--- src/rtl/io_arbiter.sv ---
// io_arbiter: shares one byte-stream io unit between two requesters (r0, r1).
//
// Purpose: accepts IN/OUT operations from two requesters, issues the winner
// onto the io unit's ope/ds_val/dd port for one cycle, waits for io_busy to
// drop, then returns the IN writeback to the requester that issued it.
//
// Ports:
//   clk, rstn                    clock, async active-low reset
//   rX_ope/rX_ds_val/rX_dd       requester X operation, OUT data, IN dest addr
//   rX_ack                       one-cycle pulse: request accepted
//   rX_busy                      requester X has an operation outstanding
//   rX_wb_addr/rX_wb_val         writeback pulse (addr 0 = none), value held
//   io_ope/io_ds_val/io_dd       issue port to the io unit
//   io_reg_addr/io_reg_dd_val    writeback from the io unit
//   io_busy                      io unit busy
//
// Configuration macro: IO_ARB_FIXED_PRIO_EN -- when defined r0 always wins a
// tie; otherwise ties are resolved round-robin.

module io_arbiter (
  input  logic        clk,
  input  logic        rstn,
  input  logic [5:0]  r0_ope,
  input  logic [31:0] r0_ds_val,
  input  logic [5:0]  r0_dd,
  output logic        r0_ack,
  output logic        r0_busy,
  output logic [5:0]  r0_wb_addr,
  output logic [31:0] r0_wb_val,
  input  logic [5:0]  r1_ope,
  input  logic [31:0] r1_ds_val,
  input  logic [5:0]  r1_dd,
  output logic        r1_ack,
  output logic        r1_busy,
  output logic [5:0]  r1_wb_addr,
  output logic [31:0] r1_wb_val,
  output logic [5:0]  io_ope,
  output logic [31:0] io_ds_val,
  output logic [5:0]  io_dd,
  input  logic [5:0]  io_reg_addr,
  input  logic [31:0] io_reg_dd_val,
  input  logic        io_busy
);

  typedef enum logic [1:0] {StIdle, StIssue, StWait} state_e;

  state_e            r_state, w_state_d;
  logic              r_owner, w_owner_d;
  logic              r_last, w_last_d;
  logic [5:0]        r_io_ope, w_io_ope_d;
  logic [31:0]       r_io_ds_val, w_io_ds_val_d;
  logic [5:0]        r_io_dd, w_io_dd_d;
  logic [1:0]        r_ack, w_ack_d;
  logic [1:0]        r_busy, w_busy_d;
  logic [1:0][5:0]   r_wb_addr, w_wb_addr_d;
  logic [1:0][31:0]  r_wb_val, w_wb_val_d;

  logic w_req0, w_req1, w_grant1;

  assign w_req0 = |r0_ope;
  assign w_req1 = |r1_ope;

`ifdef IO_ARB_FIXED_PRIO_EN
  assign w_grant1 = w_req1 & ~w_req0;
`else
  // On a tie, r1 wins only if r0 was granted last.
  assign w_grant1 = w_req1 & (~w_req0 | ~r_last);
`endif

  always_comb begin
    w_state_d     = r_state;
    w_owner_d     = r_owner;
    w_last_d      = r_last;
    w_io_ope_d    = r_io_ope;
    w_io_ds_val_d = r_io_ds_val;
    w_io_dd_d     = r_io_dd;
    w_ack_d       = '0;
    w_busy_d      = r_busy;
    w_wb_addr_d   = '0;
    w_wb_val_d    = r_wb_val;
    unique case (r_state)
      StIdle: begin
        w_io_ope_d = '0;
        if (w_req0 || w_req1) begin
          w_owner_d          = w_grant1;
          w_last_d           = w_grant1;
          w_io_ope_d         = w_grant1 ? r1_ope    : r0_ope;
          w_io_ds_val_d      = w_grant1 ? r1_ds_val : r0_ds_val;
          w_io_dd_d          = w_grant1 ? r1_dd     : r0_dd;
          w_ack_d[w_grant1]  = 1'b1;
          w_busy_d[w_grant1] = 1'b1;
          w_state_d          = StIssue;
        end
      end
      StIssue: begin
        // io samples the op at the edge closing this cycle.
        w_io_ope_d = '0;
        w_state_d  = StWait;
      end
      StWait: begin
        if (!io_busy) begin
          w_wb_addr_d[r_owner] = io_reg_addr;
          w_wb_val_d[r_owner]  = io_reg_dd_val;
          w_busy_d[r_owner]    = 1'b0;
          w_state_d            = StIdle;
        end
      end
      default: w_state_d = StIdle;
    endcase
  end

  always_ff @(posedge clk or negedge rstn) begin
    if (!rstn) begin
      r_state     <= StIdle;
      r_owner     <= 1'b0;
      r_last      <= 1'b1;
      r_io_ope    <= '0;
      r_io_ds_val <= '0;
      r_io_dd     <= '0;
      r_ack       <= '0;
      r_busy      <= '0;
      r_wb_addr   <= '0;
      r_wb_val    <= '0;
    end else begin
      r_state     <= w_state_d;
      r_owner     <= w_owner_d;
      r_last      <= w_last_d;
      r_io_ope    <= w_io_ope_d;
      r_io_ds_val <= w_io_ds_val_d;
      r_io_dd     <= w_io_dd_d;
      r_ack       <= w_ack_d;
      r_busy      <= w_busy_d;
      r_wb_addr   <= w_wb_addr_d;
      r_wb_val    <= w_wb_val_d;
    end
  end

  assign r0_ack     = r_ack[0];
  assign r1_ack     = r_ack[1];
  assign r0_busy    = r_busy[0];
  assign r1_busy    = r_busy[1];
  assign r0_wb_addr = r_wb_addr[0];
  assign r1_wb_addr = r_wb_addr[1];
  assign r0_wb_val  = r_wb_val[0];
  assign r1_wb_val  = r_wb_val[1];
  assign io_ope     = r_io_ope;
  assign io_ds_val  = r_io_ds_val;
  assign io_dd      = r_io_dd;

endmodule
--- config.mk ---
export PLATFORM = sky130hd
export DESIGN_NAME = io_arbiter
export DESIGN_NICKNAME = d
export VERILOG_FILES = /design/src/rtl/io_arbiter.sv
export SDC_FILE = /design/constraint.sdc
export NUM_CORES = 1
export LEC_CHECK = 0
export BUFFER_PORTS_ARGS = -buffer_cell sky130_fd_sc_hd__buf_2
export CORE_MARGIN = 2
export CORE_UTILIZATION = 49
export CTS_BUF_LIST = sky130_fd_sc_hd__clkbuf_16
export DETAILED_ROUTE_END_ITERATION = 6
export PLACE_DENSITY = 0.82
export SLEW_MARGIN = 15
export SYNTH_ARGS = -nofsm -noshare
export SYNTH_HDL_FRONTEND = slang
export SYNTH_SLANG_ARGS = --single-unit
--- constraint.sdc ---
create_clock -name clk -period 5.12 [get_ports clk]
set_input_delay 0.768 -clock clk [delete_from_list [all_inputs] [get_ports clk]]
set_output_delay 0.768 -clock clk [all_outputs]
set_load 0.01 [all_outputs]
Yosys cells after proc, flatten, opt, wreduce, memory -nomap -nowiden
Cells that the tools add are included.
- register bits after elaboration: 128
- ROM bits: 0
- bits of input ports: 129
- output and inout port bits: 124
- word-level logic and storage cells: 65
- latch bits: 0
- RAM bits: 0
- memories: 0
- mux-type cells: 24
- bitwise gates (word level): 9
- shift operators: 0
- $lt $le $gt $ge: 4
- equality and inequality tests: 4
- div/mod/pow operators: 0
- reductions and logical operators: 12
- add/subtract/negate cells: 0
- multipliers: 0
- operators with widths (kind ; count):
    bitwise mux 64 bit ; 1
    two-way mux 32 bit ; 2
    demux 32 bit (select 1 bit) ; 1
    two-way mux 12 bit ; 2
    two-way mux 6 bit ; 4
    bitwise AND 12 bit ; 1
    two-way mux 2 bit ; 6
    case mux 6 bit (2 select lines) ; 1
    OR reduction 6 bit ; 2
    demux 6 bit (select 1 bit) ; 1
    case mux 2 bit (3 select lines) ; 1
    AND reduction 2 bit ; 3
    less-than comparator 1 x 2 -> 1 bit (second input constant) ; 2
    != test 2 bit (second input constant) ; 2
    case mux 2 bit (2 select lines) ; 1
    nonzero test 2 bit ; 2
    NOT 1 bit ; 3
    AND reduction 3 bit ; 1
    bitwise AND 2 bit ; 1
    demux 1 bit (select 1 bit) ; 2
    == test 2 x 1 -> 1 bit (second input constant) ; 1
    == test 2 bit (second input constant) ; 1
    >= comparator 1 bit (second input constant) ; 2
    logical AND 1 bit ; 2
    7 further kinds ; 8

Longest topological paths before layout
Gate-level depths: netlist of the first run.
- word-level depth: 11
- depth in mapped cells: 7
- gate-level depth less buffers: 4

Worst setup path after synthesis of the first run
Ideal clock, no wire load.
- path type: input-to-reg
- from: input r1_ope[0]
- to: register r_io_ds_val[2] (netlist: io_ds_val[2])
- library setup time: 0.126 ns
- data required time: 4.994 ns
- path buffers: 2
- cell stages on the path: 6
- path slack: 3.080 ns
- arrival time: 1.914 ns
- cell sequence: nor4_2 and2_1 and3b_1 buf_6 buf_6 a221o_1
- cells in the longest elaborated chain, start to end: 3
- elaborated cells on any way between the ends: 5
- classes of those cells: 1 x mux; 1 x bitwise; 3 x reduce/logical
- RTL lines (what ; line ; source):
    start: declaration ; 30 ; input logic [5:0] r1_ope,
    OR reduction 6 bit * ; 61 ; assign w_req1 = |r1_ope;
    bitwise AND 1 bit or logical OR 1 bit (tied branches) ; 67, 84 ;
    two-way mux 32 bit or AND reduction 2 bit (tied branches) ; - ;
    end signal: assignment ; 129 ; r_io_ds_val <= w_io_ds_val_d;
    end: declaration ; 51 ; logic [31:0] r_io_ds_val, w_io_ds_val_d;
Every way passes the cells marked *; elsewhere a longest branch is shown, timed or not.
A chain may end at the register's enable or synchronous reset.

Worst setup path after layout of the first run
- from: register r_state[1]
- to: register r_io_ds_val[7] (netlist: io_ds_val[7])
- cells in the longest elaborated chain, start to end: 2
- RTL lines (what ; line ; source):
    start: declaration ; 47 ; state_e r_state, w_state_d;
    start signal: assignment ; 114 ; r_state <= StIdle;
    start signal: assignment ; 125 ; r_state <= w_state_d;
    logical NOT 2 bit ; 81 ; unique case (r_state)
    AND reduction 2 bit (no source line) ; - ;
No other way between the ends.

==> flow_metrics.py, run 1 <==
metrics = {
    "placed_design": {
        "gp_congestion": 0.843,
        "portBuffers": 252,
        "place_hpwl_um": 9620,
        "dp_cells": 724,
    },
    "power_and_ir_drop": {
        "switching_share_pct": 33.1,
        "power_density_nw_per_um2": 666,
        "power_frac_clock_pct": 26.4,
        "p_int_mw": 3.16,
        "total_power_mw": 4.72,
        "ir_drop_v": 0.000281,
        "leakage_nw": 3.56,
        "combPwrFrac_pct": 36.7,
        "netSwitchingPower_mw": 1.56,
        "seq_power_share_pct": 36.9,
    },
    "sta": {
        "grt_setup_unrepaired": "false",
        "relSlewSlack_pct": 30.8,
        "hold_viol": 0,
        "setup_viol": 0,
        "fin_skew_ps": 13.3,
        "post-route-min-period_ps": 2470,
        "tightest_slew_ps": 1030,
        "min_period_over_period_pct": 48.2,
        "max_freq_mhz": 405,
        "hold_ws_ps": 475,
        "slew_viol_final": 0,
        "finalSetupTns_ps": 0,
    },
    "routing": {
        "wl_um": 13200,
        "antenna_left": 0,
        "dr.pass1.iters": 4,
        "drcViolationCount": 0,
        "drtIter0Drc": 161,
        "vias": 4019,
        "wl_per_cell_um": 17.5,
        "viasPerCell": 5.32,
    },
    "global_route": {
        "met3_usage_pct": 6.32,
        "grt_pass1_wl_um": 20600,
        "antenna_found_initial": 0,
        "grt_pass1_vias": 4088,
        "grt-ovfl-total": 0,
        "met1_usage_pct": 30.1,
        "top_usage_layer": "met2",
        "track_usage_pct": 23.5,
        "grt_max_degree": 78,
        "met2_usage_pct": 39.3,
    },
    "synth": {
        "syn_avg_cell_area_um2": 14.4,
        "netlist_area_um2": 5150,
        "synth.top_cell.area_share_pct": 61.7,
        "synth-seq-area-share_pct": 62.2,
        "async_reset_ff_share_pct": 100,
        "synth_cell_types": 27,
        "synthesis.instances": 357,
        "yosysWarnings": 0,
        "synth_fp_nets": 486,
        "yosysTopAreaCell": "dfrtp_1",
        "ys_ff_latch": 128,
        "synth.area.top_cells": "dfrtp_1, mux2_2, a221o_1, a21boi_0, buf_6",
        "yosys_most_used_dff": "dfrtp_1",
        "synth_edf_count": 0,
    },
    "die": {
        "die-area_um2": 11300,
        "io_pins": 253,
        "die_y_um": 107,
        "core_area_um2": 10300,
        "start_util_pct": 50.1,
        "rows": 37,
        "die_x_um": 107,
    },
    "critical_path": {
        "crit_type": "reg -> reg",
        "crit_path_max_incr_delay_ps": 830,
        "critical_path.slowest_cell": "nor2_4",
        "setup.worst_path.start_class": "flip-flop",
        "crit_fanout": 55,
        "endpoint_kind": "flip-flop",
        "critPathRequiredTime_ps": 5450,
        "cp.arrival_ps": 2800,
        "path_cells": "nor2_4, o211a_1, buf_4, a221o_1",
    },
    "final_layout": {
        "fin_util_pct": 69.0,
        "final_nets": 736,
        "drive_above_1_share_pct": 58.2,
        "final_cell_mix": "buf_2, dfrtp_1, mux2_2, a21boi_0, a221o_1",
        "synthToLayoutAreaGrowth_pct": 37.7,
        "antennaDiodeCount": 0,
        "finalNonFillerCells": 756,
        "final_common_cell": "buf_2",
    },
    "clock_network": {
        "cts_buffer_depth": 2,
        "clk_latency_ps": 400,
        "cts_max_level": 4,
        "postCtsSetupRepairBufs": 0,
        "ctsHoldBuffers": 0,
        "cts.clk_slew.worst_paths_ps": 50,
        "numCtsBuffers": 17,
        "cts_root_buffer": "clkbuf_16",
        "cts_resized": 0,
        "tritoncts": "built",
        "clock_sinks": 128,
    },
    "status": {
        "outcome": "finished, final reports clean",
    },
    "job": {
        "maxCapViolCount": 0,
    },
    "worst_hold_path": {
        "hold_class": "reg -> reg",
    },
}
## power by group through the flow
stage	clock network [mW]	registers (mW)	logic, mW
finish	1.25	1.74	1.73
detailed placement	0	1.74	1.76
global placement	0	1.73	1.68
global route	1.32	1.79	1.87
floorplan	0	1.92	0.895
CTS	1.26	1.74	1.75
## final timing paths
check / to / start / cells past startpoint / slack [ps]
worst max-delay path: io_ds_val[7] / r_state[1] / 4 / 2650
worst min-delay path: r_busy[0] / r_busy[0] / 1 / 480
worst max register to register: io_ds_val[7] / r_state[1] / 4 / 2650
worst min register to register: r_busy[0] / r_busy[0] / 1 / 480
max in group asynchronous: io_ds_val[19] / rstn / 2 / 3400
min in group asynchronous: io_dd[1] / rstn / 1 / 490
## Yosys cell counts (all sizes together), types with 2 or more instances
master	n
a21boi	38
a21oi	3
a221o	38
and2	14
buf	19
clkbuf	9
dfrtp	127
mux2	64
nand2	14
nand3	6
nor2	5
nor4	2
o211ai	6
## cells by family after synthesis
logic type	Yosys count	share of synthesized area, %
buf+inv	29	3.67
flops	128	62.2
compound gates	89	14.8
mux	65	14.2
simple gates	46	5.08
## critical path: cells and delay by family, from the launching register on
| family | cells | cell delay, ps |
|---|---|---|
| compound gates | 2 | 640 |
| flops | 1 | 510 |
| simple gates | 1 | 830 |
| buf+inv | 1 | 400 |
## per-stage QoR
| step | setup WS, ps | cell area, µm² |
|---|---|---|
| floorplan | 3080 | 5150 |
| global placement | 2760 | 6470 |
| detailed placement | 2690 | 6470 |
| CTS | 2710 | 7090 |
| global route | 2530 | 7090 |
| finish | 2650 | 7090 |
## state kept, by name, indices dropped and copies added, names as in the netlist
signal      cells
r0_wb_addr      6
r1_wb_addr      6
r1_wb_val      32
io_ds_val      32
io_dd           6
io_ope          6
r0_wb_val      32
r_last          1
r_state         2
r_busy          2
r_owner         1
r_ack           2
## cell type report
class                      count  area, µm²
tap                          136        170
timing repair buffer         259       1320
multi-input combinational    200       1770
inverter                       1       3.75
clock buffer                  17        425
fill                         756       3190
sequential                   128       3200
clock inverter                15        194
## per-layer routing
layer	wire length (µm)	vias up
met3	1010	18
met5	0	-
met1	5490	1973
met4	217	0
li1	-	1825
met2	6500	203
(Power assumes the default switching activity.)
==> inputs of run 2 (changes only) <==
CORE_UTILIZATION = 46   (was 49)
PLACE_DENSITY = 0.77   (was 0.82)
clock period = 2.3 ns   (was 5.12 ns; I/O delays follow)
==> run 2 against run 1 <==
Effect of this change:
- non-clock buffer count grew 5
- cell area is 1.2% higher
- clock skew decreased by 8.2 ps
- critical path depth unchanged
- setup slack worse by 2100 ps
- global-route usage decreased by 1.4 points
- cell count rose by 1.2%
- power up 120%
- sequential power is 120% higher
==> flow_metrics.py, run 2 (same netlist as run 1, synthesis figures left out) <==
metrics = {
    "status": {
        "outcome": "finished, final reports clean",
    },
    "sta": {
        "fin_skew_ps": 5.11,
        "finalSetupTns_ps": 0,
        "hold_viol": 0,
        "tightest_slew_ps": 462,
        "setup_viol": 0,
        "relSlewSlack_pct": 69.2,
        "grt_setup_unrepaired": "false",
        "min_period_over_period_pct": 76.1,
        "max_freq_mhz": 572,
        "slew_viol_final": 0,
        "post-route-min-period_ps": 1750,
    },
    "final_layout": {
        "finalNonFillerCells": 765,
        "regArea_um2": 3200,
        "final_nets": 741,
        "multi_input_area_um2": 1770,
        "drive_above_1_share_pct": 58.1,
        "final_cell_mix": "buf_2, dfrtp_1, mux2_2, a21boi_0, a221o_1",
        "synthToLayoutAreaGrowth_pct": 39.3,
        "antennaDiodeCount": 0,
        "fill_cells": 835,
        "final_common_cell": "buf_2",
    },
    "die": {
        "io_pins": 253,
        "start_util_pct": 47.3,
        "die_y_um": 110,
        "die_x_um": 110,
        "rows": 38,
        "die-area_um2": 12100,
        "core_area_um2": 10900,
    },
    "clock_network": {
        "clock_sinks": 128,
        "cts_root_buffer": "clkbuf_16",
        "numCtsBuffers": 17,
        "postCtsSetupRepairBufs": 0,
        "clk_latency_ps": 410,
        "tritoncts": "built",
        "cts_max_level": 4,
        "cts.clk_slew.worst_paths_ps": 60,
        "cts_buffer_depth": 2,
    },
    "global_route": {
        "grt_max_degree": 50,
        "antenna_found_initial": 0,
        "grt-ovfl-total": 0,
        "grt_pass1_wl_um": 20300,
        "track_usage_pct": 22.1,
        "grt_pass1_vias": 4116,
    },
    "power_and_ir_drop": {
        "ir_drop_v": 0.000727,
        "power_density_nw_per_um2": 1470,
        "leakage_nw": 3.60,
    },
    "worst_hold_path": {
        "hold_class": "in -> reg",
        "hp-start": "io_reg_addr[4]",
        "hold_depth": 2,
    },
    "placed_design": {
        "gp_congestion": 0.826,
        "dp_cells": 732,
        "place_hpwl_um": 9550,
        "portBuffers": 252,
    },
    "routing": {
        "drcViolationCount": 0,
        "antenna_left": 0,
        "drtIter0Drc": 233,
        "dr.pass1.iters": 5,
        "vias": 4002,
        "wl_um": 13500,
        "viasPerCell": 5.23,
        "wl_per_cell_um": 17.6,
    },
    "critical_path": {
        "worstReg2RegStart": "r_state[1]",
        "endpoint_kind": "flip-flop",
        "critical_path.slowest_cell": "dfrtp_1",
        "crit_path_max_incr_delay_ps": 490,
        "setup.worst_path.start_class": "flip-flop",
        "cp.arrival_ps": 2030,
        "reg2reg_slack_ps": 550,
        "critPathRequiredTime_ps": 2580,
        "startpoint": "r_state[1]",
        "path_cells": "nor2_2, buf_4, a21boi_0, a221o_1",
        "worstRegToRegCells": 4,
        "crit_type": "reg -> reg",
        "crit_fanout": 40,
    },
    "job": {
        "maxCapViolCount": 0,
    },
}
-- run 2: changes by cell type in the layout (fill, tap and decap cells not counted), sizes merged --
cell / change
buf: +4
clkinv: +1
dlygate4sd3: +1
inv: -1
-- run 2: area by class of cell --
cell class	instances	area share (%)
flip-flops and latches	128	44.7
multi-input cells	200	24.7
inverters	1	0.0523
well taps	140	2.44
repair buffers	264	19.8
clock buffers	17	5.93
clock inverters	15	2.46
-- run 2: per-stage QoR --
step / setup slack [ps] / util (%) / cell area, µm² / hold slack [ps] / total power, mW
floorplan: 670 / - / 5150 / 49.4 / 6.26
finish: 550 / 65.9 / 7170 / 151 / 10.6
global route: 458 / 65.9 / 7170 / 152 / 11.2
CTS: 552 / 65.9 / 7170 / 139 / 10.7
detailed placement: 480 / 60.3 / 6560 / 330 / 7.89
global placement: 541 / 60.3 / 6560 / 324 / 7.69
-- run 2: path summary, 6_finish.rpt --
| path | endpoint |
|---|---|
| min in group asynchronous | r0_wb_val[18] |
| worst min register to register | r_busy[0] |
| worst max-delay path | io_ds_val[10] |
| worst min-delay path | r0_wb_addr[4] |
| worst max register to register | io_ds_val[10] |
| max in group asynchronous | r_last |
-- run 2: power breakdown --
group          leakage (nW)  switching [mW]  internal, mW
sequential             1.57           0.527          3.30
clock                 0.304           0.957          1.79
combinational          1.72            2.00          2.00
total                  3.60            3.48          7.09
-- run 2: what timing repair did --
| item | 4_1_cts | 5_1_grt |
|---|---|---|
| hold endpoints to repair | 32 | 0 |
| resized for setup | 0 | 0 |
| hold buffers | 1 | 0 |
-- run 2: critical path, delay by kind of cell (launching register included) --
family	cells	cell delay (ps)
AND/OR/NAND/NOR	1	250
flip-flops	1	490
buffers and inverters	1	390
AO/OA/AOI/OAI	2	490
-- run 2: routing by layer --
layer  GRT usage (%)  part of all wire [%]  vias to the layer above
met5               0                     0                        -
met4            8.95                   2.5                        0
met3            6.94                   7.1                       26
met2            37.2                    52                      182
met1            26.2                    39                     1963
li1                -                     -                     1831
